[config.mk]
export PLATFORM = sky130hd
export DESIGN_NAME = vga_timing_gen
export DESIGN_NICKNAME = d
export VERILOG_FILES = /design/src/rtl/vga_timing_gen.sv
export SDC_FILE = /design/constraint.sdc
export NUM_CORES = 1
export LEC_CHECK = 0
export ABC_AREA = 1
export BUFFER_PORTS_ARGS = -buffer_cell sky130_fd_sc_hd__buf_4
export CORE_MARGIN = 5
export CORE_UTILIZATION = 45
export DETAILED_ROUTE_END_ITERATION = 8
export GPL_ROUTABILITY_DRIVEN = 0
export PLACE_DENSITY = 0.67
export SYNTH_ARGS = -nofsm -noshare
export SYNTH_HDL_FRONTEND = slang
export SYNTH_SLANG_ARGS = --single-unit
[constraint.sdc]
create_clock -name clk -period 2.2 [get_ports clk]
set_input_delay 0.44 -clock clk [delete_from_list [all_inputs] [get_ports clk]]
set_output_delay 0.44 -clock clk [all_outputs]
set_load 0.05 [all_outputs]
[src/rtl/vga_timing_gen.sv]
// VGA raster timing generator: free-running h/v counters issue pixel requests
// PREFETCH ce-cycles ahead of a registered display stage (syncs, de, pixel mux).
module vga_timing_gen #(
  parameter int H_ACTIVE = 640,
  parameter int H_FP     = 16,
  parameter int H_SYNC   = 96,
  parameter int H_BP     = 48,
  parameter int V_ACTIVE = 480,
  parameter int V_FP     = 10,
  parameter int V_SYNC   = 2,
  parameter int V_BP     = 33,
  parameter int HS_POL   = 0,
  parameter int VS_POL   = 0,
  parameter int PIX_W    = 12,
  parameter int PREFETCH = 1
) (
  input  logic             clk,
  input  logic             rst,
  input  logic             ce,
  input  logic [1:0]       mode,
  input  logic [PIX_W-1:0] pixel_in,
  output logic [9:0]       req_x,
  output logic [9:0]       req_y,
  output logic             req_valid,
  output logic [PIX_W-1:0] pixel_out,
  output logic             hsync,
  output logic             vsync,
  output logic             de,
  output logic             line_start,
  output logic             frame_start,
  output logic [7:0]       frame_cnt
);

  localparam int   HT     = H_ACTIVE + H_FP + H_SYNC + H_BP;
  localparam int   VT     = V_ACTIVE + V_FP + V_SYNC + V_BP;
  localparam int   CW     = PIX_W / 3;
  localparam int   H_SS   = H_ACTIVE + H_FP;
  localparam int   H_SE   = H_SS + H_SYNC;
  localparam int   V_SS   = V_ACTIVE + V_FP;
  localparam int   V_SE   = V_SS + V_SYNC;
  localparam logic HS_ACT = (HS_POL != 0);
  localparam logic VS_ACT = (VS_POL != 0);

  logic [9:0]       h_q, h_d, v_q, v_d;
  logic [1:0]       mode_q, mode_use_s;
  logic [9:0]       dh_s, dv_s;
  logic             dval_s;
  logic [2:0]       bar_idx_s, bar_val_s;
  logic             act_s, border_s;
  logic [PIX_W-1:0] pix_q, pix_d;
  logic             hs_q, hs_d, vs_q, vs_d, de_q, de_d;
  logic             ls_q, ls_d, fs_q, fs_d;
  logic [7:0]       fcnt_q, fcnt_d;

  // Raster counter next state: h wraps at end of line, v at end of frame
  always_comb begin
    h_d = h_q;
    v_d = v_q;
    if (h_q == 10'(HT - 1)) begin
      h_d = 10'd0;
      if (v_q == 10'(VT - 1)) begin
        v_d = 10'd0;
      end else begin
        v_d = v_q + 10'd1;
      end
    end else begin
      h_d = h_q + 10'd1;
    end
  end

  // Raster counters and frame-aligned mode latch
  always_ff @(posedge clk or negedge rst) begin
    if (!rst) begin
      h_q    <= 10'd0;
      v_q    <= 10'd0;
      mode_q <= 2'd0;
    end else if (ce) begin
      h_q <= h_d;
      v_q <= v_d;
      if (h_q == 10'd0 && v_q == 10'd0) begin
        mode_q <= mode;
      end
    end
  end

  assign req_x     = h_q;
  assign req_y     = v_q;
  assign req_valid = (h_q < 10'(H_ACTIVE)) && (v_q < 10'(V_ACTIVE));

  // Valid flags keep the reset-cleared stages from emitting a bogus (0,0)
  if (PREFETCH == 0) begin : g_nopipe
    assign dh_s   = h_q;
    assign dv_s   = v_q;
    assign dval_s = 1'b1;
  end else begin : g_pipe
    logic [9:0]          ph_q [PREFETCH];
    logic [9:0]          pv_q [PREFETCH];
    logic [PREFETCH-1:0] pval_q;

    // Position delay line between request and display
    always_ff @(posedge clk or negedge rst) begin
      if (!rst) begin
        for (int i = 0; i < PREFETCH; i++) begin
          ph_q[i] <= 10'd0;
          pv_q[i] <= 10'd0;
        end
        pval_q <= {PREFETCH{1'b0}};
      end else if (ce) begin
        ph_q[0]   <= h_q;
        pv_q[0]   <= v_q;
        pval_q[0] <= 1'b1;
        for (int i = 1; i < PREFETCH; i++) begin
          ph_q[i]   <= ph_q[i-1];
          pv_q[i]   <= pv_q[i-1];
          pval_q[i] <= pval_q[i-1];
        end
      end
    end

    assign dh_s   = ph_q[PREFETCH-1];
    assign dv_s   = pv_q[PREFETCH-1];
    assign dval_s = pval_q[PREFETCH-1];
  end

  // Without prefetch the (0,0) pixel is displayed on the same edge that latches mode
  assign mode_use_s = (PREFETCH == 0 && h_q == 10'd0 && v_q == 10'd0) ? mode : mode_q;
  assign bar_idx_s  = 3'(({dh_s, 3'b000}) / 13'(H_ACTIVE));
  assign bar_val_s  = 3'd7 - bar_idx_s;

  // Display-stage next values from the delayed position
  always_comb begin
    act_s    = dval_s && (dh_s < 10'(H_ACTIVE)) && (dv_s < 10'(V_ACTIVE));
    border_s = (dh_s == 10'd0) || (dh_s == 10'(H_ACTIVE - 1)) ||
               (dv_s == 10'd0) || (dv_s == 10'(V_ACTIVE - 1));
    pix_d    = {PIX_W{1'b0}};
    if (act_s) begin
      case (mode_use_s)
        2'd0: pix_d = pixel_in;
        2'd1: pix_d = {{CW{bar_val_s[2]}}, {CW{bar_val_s[1]}}, {CW{bar_val_s[0]}}};
        2'd2: begin
          if (border_s) begin
            pix_d = {PIX_W{1'b1}};
          end else begin
            pix_d = pixel_in;
          end
        end
        2'd3: pix_d = {PIX_W{1'b1}};
        default: pix_d = {PIX_W{1'b0}};
      endcase
    end else begin
      pix_d = {PIX_W{1'b0}};
    end
    if (dval_s && dh_s >= 10'(H_SS) && dh_s < 10'(H_SE)) begin
      hs_d = HS_ACT;
    end else begin
      hs_d = ~HS_ACT;
    end
    if (dval_s && dv_s >= 10'(V_SS) && dv_s < 10'(V_SE)) begin
      vs_d = VS_ACT;
    end else begin
      vs_d = ~VS_ACT;
    end
    de_d = act_s;
    ls_d = dval_s && (dh_s == 10'd0);
    fs_d = ls_d && (dv_s == 10'd0);
    if (fs_d) begin
      fcnt_d = fcnt_q + 8'd1;
    end else begin
      fcnt_d = fcnt_q;
    end
  end

  // Registered display outputs
  always_ff @(posedge clk or negedge rst) begin
    if (!rst) begin
      pix_q  <= {PIX_W{1'b0}};
      hs_q   <= ~HS_ACT;
      vs_q   <= ~VS_ACT;
      de_q   <= 1'b0;
      ls_q   <= 1'b0;
      fs_q   <= 1'b0;
      fcnt_q <= 8'd0;
    end else if (ce) begin
      pix_q  <= pix_d;
      hs_q   <= hs_d;
      vs_q   <= vs_d;
      de_q   <= de_d;
      ls_q   <= ls_d;
      fs_q   <= fs_d;
      fcnt_q <= fcnt_d;
    end
  end

  assign pixel_out   = pix_q;
  assign hsync       = hs_q;
  assign vsync       = vs_q;
  assign de          = de_q;
  assign line_start  = ls_q;
  assign frame_start = fs_q;
  assign frame_cnt   = fcnt_q;

endmodule

[Word level (Yosys, flattened, before mapping)]
Index checks and enable logic that the tools add are counted.
Cells by class
  div/mod/pow operators: 1
  equality and inequality tests: 7
  order comparisons: 8
  add/subtract/negate cells: 4
  multiplexer cells: 7
  reduce and logical (&&, ||, !) cells: 21
Operators with widths (number)
  case mux 12 bit (4 select lines): 1
  logical NOT 10 bit: 4
  equality test 10 bit, second input constant: 3
  < comparator 10 bit, second input constant: 3
  < comparator 10 x 9 -> 1 bit, second input constant: 3
  two-way mux 12 bit: 2
  adder 10 x 1 -> 10 bit, second input constant: 2
  two-way mux 10 bit: 2
  divider 13 x 10 -> 13 bit, second input constant: 1
  equality test 10 x 9 -> 1 bit, second input constant: 1
  greater-or-equal comparator 10 bit, second input constant: 1
  greater-or-equal comparator 10 x 9 -> 1 bit, second input constant: 1
  logical AND 1 bit: 10
  adder 8 x 1 -> 8 bit, second input constant: 1
  AND reduction 2 bit: 3
  equality test 2 bit, second input constant: 2
  logical OR 1 bit: 3
  subtractor 3 bit, first input constant: 1
  equality test 2 x 1 -> 1 bit, second input constant: 1
  logical NOT 2 bit: 1
  two-way mux 1 bit: 2
Word-level totals
  word-level logic and storage cells: 61
  bits of input ports: 17
  output and inout bits: 46
  bits in registers: 68

[Longest topological paths before layout]
Gate-level depths: netlist of the first run.
  depth in word-level cells: 7
  gate-level depth with buffers: 17

[Least setup slack after synthesis of the first run]
Ideal clock, no wire load.
  kind: reg-to-output
  start: register h_q[9] (netlist: req_x[9])
  end: output port req_valid
  data arrival time: 3300 ps
  cell stages (with the launch flop): 4
  required time: 1760 ps
  path buffers: 0
  setup slack: -1540 ps
  cells stage by stage: dfrtp_1 > nand2_1 > inv_1 > a2111oi_0
Between the ends
  longest elaborated chain between the ends: 2
RTL lines
  start: declaration: RTL line 44  | logic [9:0] h_q, h_d, v_q, v_d;
  start signal: assignment: RTL line 74  | h_q <= 10'd0;
  start signal: assignment: RTL line 78  | h_q <= h_d;
  < comparator 10 bit: RTL line 88  | assign req_valid = (h_q < 10'(H_ACTIVE)) && (v_q < 10'(V_ACTIVE));
  logical AND 1 bit: RTL line 88
  end: declaration: RTL line 24  | output logic req_valid,
No other way between the ends.

[Final worst setup path of the first run]
  start: register v_q[7] (netlist: req_y[7])
  end: output port req_valid
Between the ends
  longest elaborated chain between the ends: 2
RTL lines
  start: declaration: RTL line 44
  start signal: assignment: RTL line 79  | v_q <= v_d;
  < comparator 10 x 9 -> 1 bit: RTL line 88
  logical AND 1 bit: RTL line 88
No other way between the ends.

==> results.md, run 1 <==
* Status: complete, no violations
* # rows at 31
* Final min period at 2090 ps
* Gate Count Post-Synth at 417
* WS Path Type: reg -> out
* Antenna-violating nets left at 0
* Hold crit path type: in -> async
* Maximum vdd drop at 0.000839 V
* Die Width at 97.2 um
* All-Layer GR Usage at 18.6%
* Worst path slowest cell: nor3_1
* Drt pass-1 iters at 4
* Pwr Total at 0.00446 W
* Max cap viols at 0
* Final setup viols at 0
* Layout cell share with drive strength beyond 1 at 22.9%
* Fin. max-slew vios at 0
* Final worst path period share at 94.8%
* Sequential element share of the synthesized area at 49.8%
* Crit path capture type: output port
* WL final at 8.18 mm
* I/O Pins at 63
* Via count at 2969
* Resized cells post-CTS at 0
* Clk buf depth at 2
* Skew final at 12.3 ps
* Vias in the first global route at 2990
* WL per Instance at 13.8 um
* ANT cells at 0
* Net Count, Synth at 439
* Post-layout instance area at 0.00429 mm^2
* Antenna violations before repair at 0
* Final hold violations at 0
* H-tree Lvls at 3
* Hold buffer count at cts at 0
* Post-synth top area share at 48.3%
* #FFs+latches synth at 68
* Area grow syn2layout at 25.3%
* Sum of negative setup slack at 0 ps
* Worst path cell trace: inv_1 -> nor3_1 -> a2111oi_4 -> buf_4
* Worst Setup Start Kind: flip-flop
* Postcts setup bufs at 0
* Num CTS Buffers at 9
* Number of distinct library cells after synthesis at 36
* CTS Root Cell: clkbuf_8
* Synth Cell Area at 0.00342 mm^2
* Worst slew margin at 61.8%
* Placed inst area at 0.00405 mm^2
* Worst-Margin Slew at 569 ps
* CP max FO at 5
* Fmax at 479 MHz
* Syn. warnings at 0
* Area contributors post-synth: dfrtp_1, nand2_1, inv_1, nand3_1, o21ai_0
* Largest net degree at the start of global routing at 36
* Pwr Density at 1040 mW/mm^2
* Worst Path Required at 1760 ps
* Clock-pin slew on the worst setup and hold paths at 80 ps
* Die height at 97.2 um
* Total die area at 0.00944 mm^2
* Delay of the slowest critical-path stage at 500 ps
* Starting Density at 46.7%
* Sink Count at 68
* Vias per cell at 5.02
* DRC Markers at 0
* CTS tree: built
* RSZ-0062 raised after global routing: false
* Core ar. at 0.00733 mm^2
* Detail Placement HPWL at 6.07 mm
* Avg Synthesized Cell Area at 8.20 um^2
* Initial DRC count at 115
* Gr ovfl total at 0
* First-pass GRT wire length at 14.4 mm
* Number of port buffers at 62
* Most area-hungry cell type in the Yosys netlist: dfrtp_1
* Leak at 2.25 nW
* Fin nets at 510
* Arrival time at the worst endpoint at 1650 ps
* Insertion delay to the later sink of the worst-skew pair at 350 ps
per-stage QoR:
stage | std cells | setup slack [ps] | util [%] | hold WS, ps
finish | 592 | 114 | 58.5 | 24.2
global route | 592 | 27.5 | 58.5 | 61.9
CTS | 592 | 117 | 58.5 | 38.1
detailed placement | 576 | 348 | 55.2 | 407
global placement | 576 | 445 | 55.2 | 407
floorplan | 417 | 149 | - | 144
metal layers:
metal  track usage (%)  share of wire, %
met5                 0                 0
met4              6.80               1.6
met1              24.5                46
met2              29.7                47
met3              4.38               5.3
power by group:
group	internal, W	switching [W]
Combinational	0.000458	0.00110
Sequential	0.00144	0.000215
Clock	0.000749	0.000502
Yosys cell counts:
cell type / n
a2111oi_0: 1
a211oi_1: 1
a21o_1: 1
a21oi_1: 18
a22o_1: 1
a31oi_1: 1
clkbuf_1: 6
clkinv_2: 1
dfrtp_1: 66
dfstp_2: 2
ha_1: 5
inv_1: 64
inv_2: 4
mux2_2: 3
nand2_1: 107
nand2_2: 7
nand3_1: 26
nand3_4: 1
nand3b_1: 1
nand4_1: 8
nand4_4: 1
nor2_1: 31
nor2_2: 2
nor2_4: 1
nor3_1: 8
nor3_2: 4
nor3_4: 2
nor4_1: 2
nor4_2: 1
nor4_4: 1
o21ai_0: 26
o21ai_1: 4
o31ai_1: 1
o32a_1: 1
xnor2_1: 4
xor2_1: 4
area by class of cell:
| class | instances | area, um^2 |
|---|---|---|
| well taps | 99 | 124 |
| repair buffers | 66 | 508 |
| clock inverters | 7 | 115 |
| inverters | 69 | 260 |
| multi-input cells | 274 | 1450 |
| fillers | 681 | 3040 |
| flip-flops and latches | 68 | 1700 |
| clock buffers | 9 | 124 |
worst paths after layout:
| path | end | start | slack, ps | depth (start not counted) |
|---|---|---|---|---|
| max | req_valid | req_y[7] | 110 | 4 |
| min | de | rst | 20 | 1 |
| max reg2reg | req_y[7] | req_x[0] | 320 | 10 |
| min reg2reg | frame_cnt[7] | frame_cnt[7] | 480 | 1 |
| max in group asynchronous | pixel_out[0] | rst | 1650 | 2 |
| min in group clk | mode_q[1] | mode[1] | 320 | 2 |
worst max-delay path: cells and delay by family, from the launching register on:
kind / cells / cell delay, ps
flip-flops: 1 / 420
buffers and inverters: 2 / 320
AND/OR/NAND/NOR: 1 / 500
AO/OA/AOI/OAI: 1 / 60
state kept, by name, summed over array words and instances (netlist names):
register     count
dh_s            10
mode_q           2
pixel_out       12
frame_cnt        8
dval_s           1
req_x           10
de               1
hsync            1
line_start       1
frame_start      1
req_y           10
vsync            1
dv_s            10
cells by family (layout without fill, tap and decap cells):
family	count (synthesis)	count (layout)	share of synthesized area, %
buf+inv	75	151	8.27
simple gates	203	203	28.4
flops	68	68	49.8
xor+xnor	8	8	2.05
mux	3	3	0.987
compound gates	55	55	8.67
fa+ha+maj	5	5	1.83
cells in the final DEF (no fill, tap or decap), types with 2 or more instances in the layout:
cell / count
xor2_1: 4
xnor2_1: 4
nand3_1: 26
a21oi_1: 18
inv_2: 4
inv_1: 64
nor4_1: 2
clkbuf_8: 9
bufinv_16: 3
dfstp_2: 2
nand2_2: 7
nand4_1: 8
clkinvlp_4: 2
nor3_4: 2
nor2_1: 31
o21ai_1: 4
dfrtp_1: 66
nor3_2: 4
nor3_1: 8
ha_1: 5
nand2_1: 107
mux2_2: 3
o21ai_0: 26
buf_4: 65
clkinv_2: 3
nor2_2: 2
No activity file was read; power rests on OpenSTA's default activity.
==> inputs of run 2 (changes only) <==
--- a/config.mk
+++ b/config.mk
@@ -13,4 +13,5 @@
 export GPL_ROUTABILITY_DRIVEN = 0
 export PLACE_DENSITY = 0.67
+export SLEW_MARGIN = 10
 export SYNTH_ARGS = -nofsm -noshare
 export SYNTH_HDL_FRONTEND = slang
==> constraint.sdc (replaced) <==
create_clock -name clk -period 2.2 [get_ports clk]
set_input_delay 0 -clock clk [delete_from_list [all_inputs] [get_ports clk]]
set_output_delay 0 -clock clk [all_outputs]
set_load 0.05 [all_outputs]
==> run 2 against run 1 <==
  * Clock skew shrank 6.1 ps
  * Register-to-register slack gained 50 ps
  * Hold slack lost 13 ps
  * Final cell count grew 2.0%
  * Largest cell class unchanged
  * Global-route usage shrank 0.36 points
  * Non-clock buffer count grew 12
==> results.md, run 2 (synthesized netlist as in run 1, its figures left out) <==
* Most frequent cells in the layout: nand2_1, dfrtp_1, inv_1, buf_4, nor2_1
* Logic pwr share at 34.9%
* Hold path startpoint: pixel_in[3]
* Final worst path period share at 83.3%
* ANT cells at 0
* DRC Markers at 0
* # rows at 31
* Clk buf depth at 2
* Reg2Reg Depth at 10
* Antenna-violating nets left at 0
* Final setup viols at 0
* Insertion delay to the later sink of the worst-skew pair at 350 ps
* Vias per cell at 4.93
* Clock network power share at 27.8%
* Max reg flops at 12
* Die height at 97.2 um
* Sw Share at 39.9%
* Number of port buffers at 62
* Met2 routed wirelength at 3.83 mm
* Num CTS Buffers at 9
* Layout cell share with drive strength beyond 1 at 21.6%
* Status: complete, no violations
* Worst R2R Setup Slack at 370 ps
* Drt pass-1 iters at 4
* Fin. max-slew vios at 0
* Placed inst area at 0.00401 mm^2
* Largest net degree at the start of global routing at 69
* Highest routing layer actually used: met4
* Wl on met1 at 3.70 mm
* Gr ovfl total at 0
* Pint at 0.00265 W
* Fmax at 546 MHz
* Hold crit path type: in -> reg
* CP max FO at 9
* All-Layer GR Usage at 18.2%
* NetSw at 0.00176 W
* Maximum vdd drop at 0.000672 V
* WS Path Type: reg -> reg
* Pwr Total at 0.00441 W
* Reg-to-reg startpoint: req_x[1]
* Worst Setup Slack, final at 368 ps
* RSZ-0062 raised after global routing: false
* Antenna violations before repair at 0
* H-tree Lvls at 3
* Clock-pin slew on the worst setup and hold paths at 70 ps
* Vias in the first global route at 2924
* Sink Count at 68
* Final hold slack at 11.6 ps
* Pre-CTS WS at 374 ps
* Final min period at 1830 ps
* Max cap viols at 0
* Final hold violations at 0
* Detail Placement HPWL at 5.76 mm
* First-pass GRT wire length at 14.1 mm
* R2R Path End: req_y[7]
* Hold Path Cell Cnt at 5
* Initial DRC count at 143
* Filler Cell Count at 653
* Total die area at 0.00944 mm^2
* Starting Density at 46.7%
* I/O Pins at 63
* Fin nets at 522
* Worst Setup Start Kind: flip-flop
* Sum of negative setup slack at 0 ps
* Worst-Margin Slew at 862 ps
* Core ar. at 0.00733 mm^2
* Seq pwr share at 37.3%
* Via count at 2975
* Leak at 2.30 nW
* Worst slew margin at 42.6%
* Crit path capture type: flip-flop
* Met3 WL at 444 um
* Pwr Density at 1010 mW/mm^2
* WL final at 8.09 mm
* Post-layout instance area at 0.00438 mm^2
* Area grow syn2layout at 28.1%
* CTS tree: built
* Skew final at 6.27 ps
* Worst Hold End: pixel_out[3]
* Arrival time at the worst endpoint at 2060 ps
* Worst Path Required at 2430 ps
* WL per Instance at 13.4 um
* CTS Root Cell: clkbuf_8
* Die Width at 97.2 um
* Commonest non-fill, non-tap cell in the layout: nand2_1
run 2: worst max-delay path by stage:
stage          cells past startpoint       end     start
3_5_place_dp                      10  req_y[7]  req_x[0]
6_report                          10  req_y[7]  req_x[1]
5_1_grt                            9  req_y[9]  req_x[1]
3_3_place_gp                       9  req_y[9]  req_x[0]
4_1_cts                           10  req_y[7]  req_x[0]
2_1_floorplan                     10  req_y[7]  req_x[1]
run 2: layout make-up:
cell class	count	area (um^2)	share of cell area (%)
Sequential cell	68	1700	38.9
Multi-Input combinational cell	274	1440	32.9
Timing Repair Buffer	78	621	14.2
Inverter	69	260	5.94
Clock buffer	11	131	3.00
Tap cell	99	124	2.83
Clock inverter	5	100	2.29
run 2: per-layer routing:
| metal | track usage [%] | vias up |
|---|---|---|
| li1 | - | 1498 |
| met1 | 24.3 | 1390 |
| met2 | 29.2 | 75 |
| met3 | 4.45 | 12 |
| met4 | 5.62 | 0 |
| met5 | 0 | - |
run 2: critical path, cell delays in order, from the launching register on:
cell and delay [ps]:
dfrtp_1 400, ha_1 190, nand2_1 100, nor2_2 230, nand4_4 130, clkinv_2 140, nand3_1 110, nor3_2 220
nand3_1 110, nand2_1 70, a21oi_1 40
run 2: timing repair:
action / 4_1_cts / 5_1_grt
resized for setup: 0 / 0
buffers inserted: 0 / 0
hold buffers: 14 / 0
endpoints found under the hold margin: 79 / 0
run 2: power groups by stage:
stage / clock [W] / sequential [W] / combinational, W
3_5_place_dp: 0 / 0.00167 / 0.00152
6_report: 0.00122 / 0.00165 / 0.00154
5_1_grt: 0.00130 / 0.00167 / 0.00171
2_1_floorplan: 0 / 0.00207 / 0.000645
4_1_cts: 0.00125 / 0.00164 / 0.00155
3_3_place_gp: 0 / 0.00166 / 0.00152
run 2: per-stage QoR:
step / std cells / utilization, %
global placement: 574 / 54.7
finish: 604 / 59.8
global route: 604 / 59.8
floorplan: 417 / -
detailed placement: 574 / 54.7
CTS: 604 / 59.8
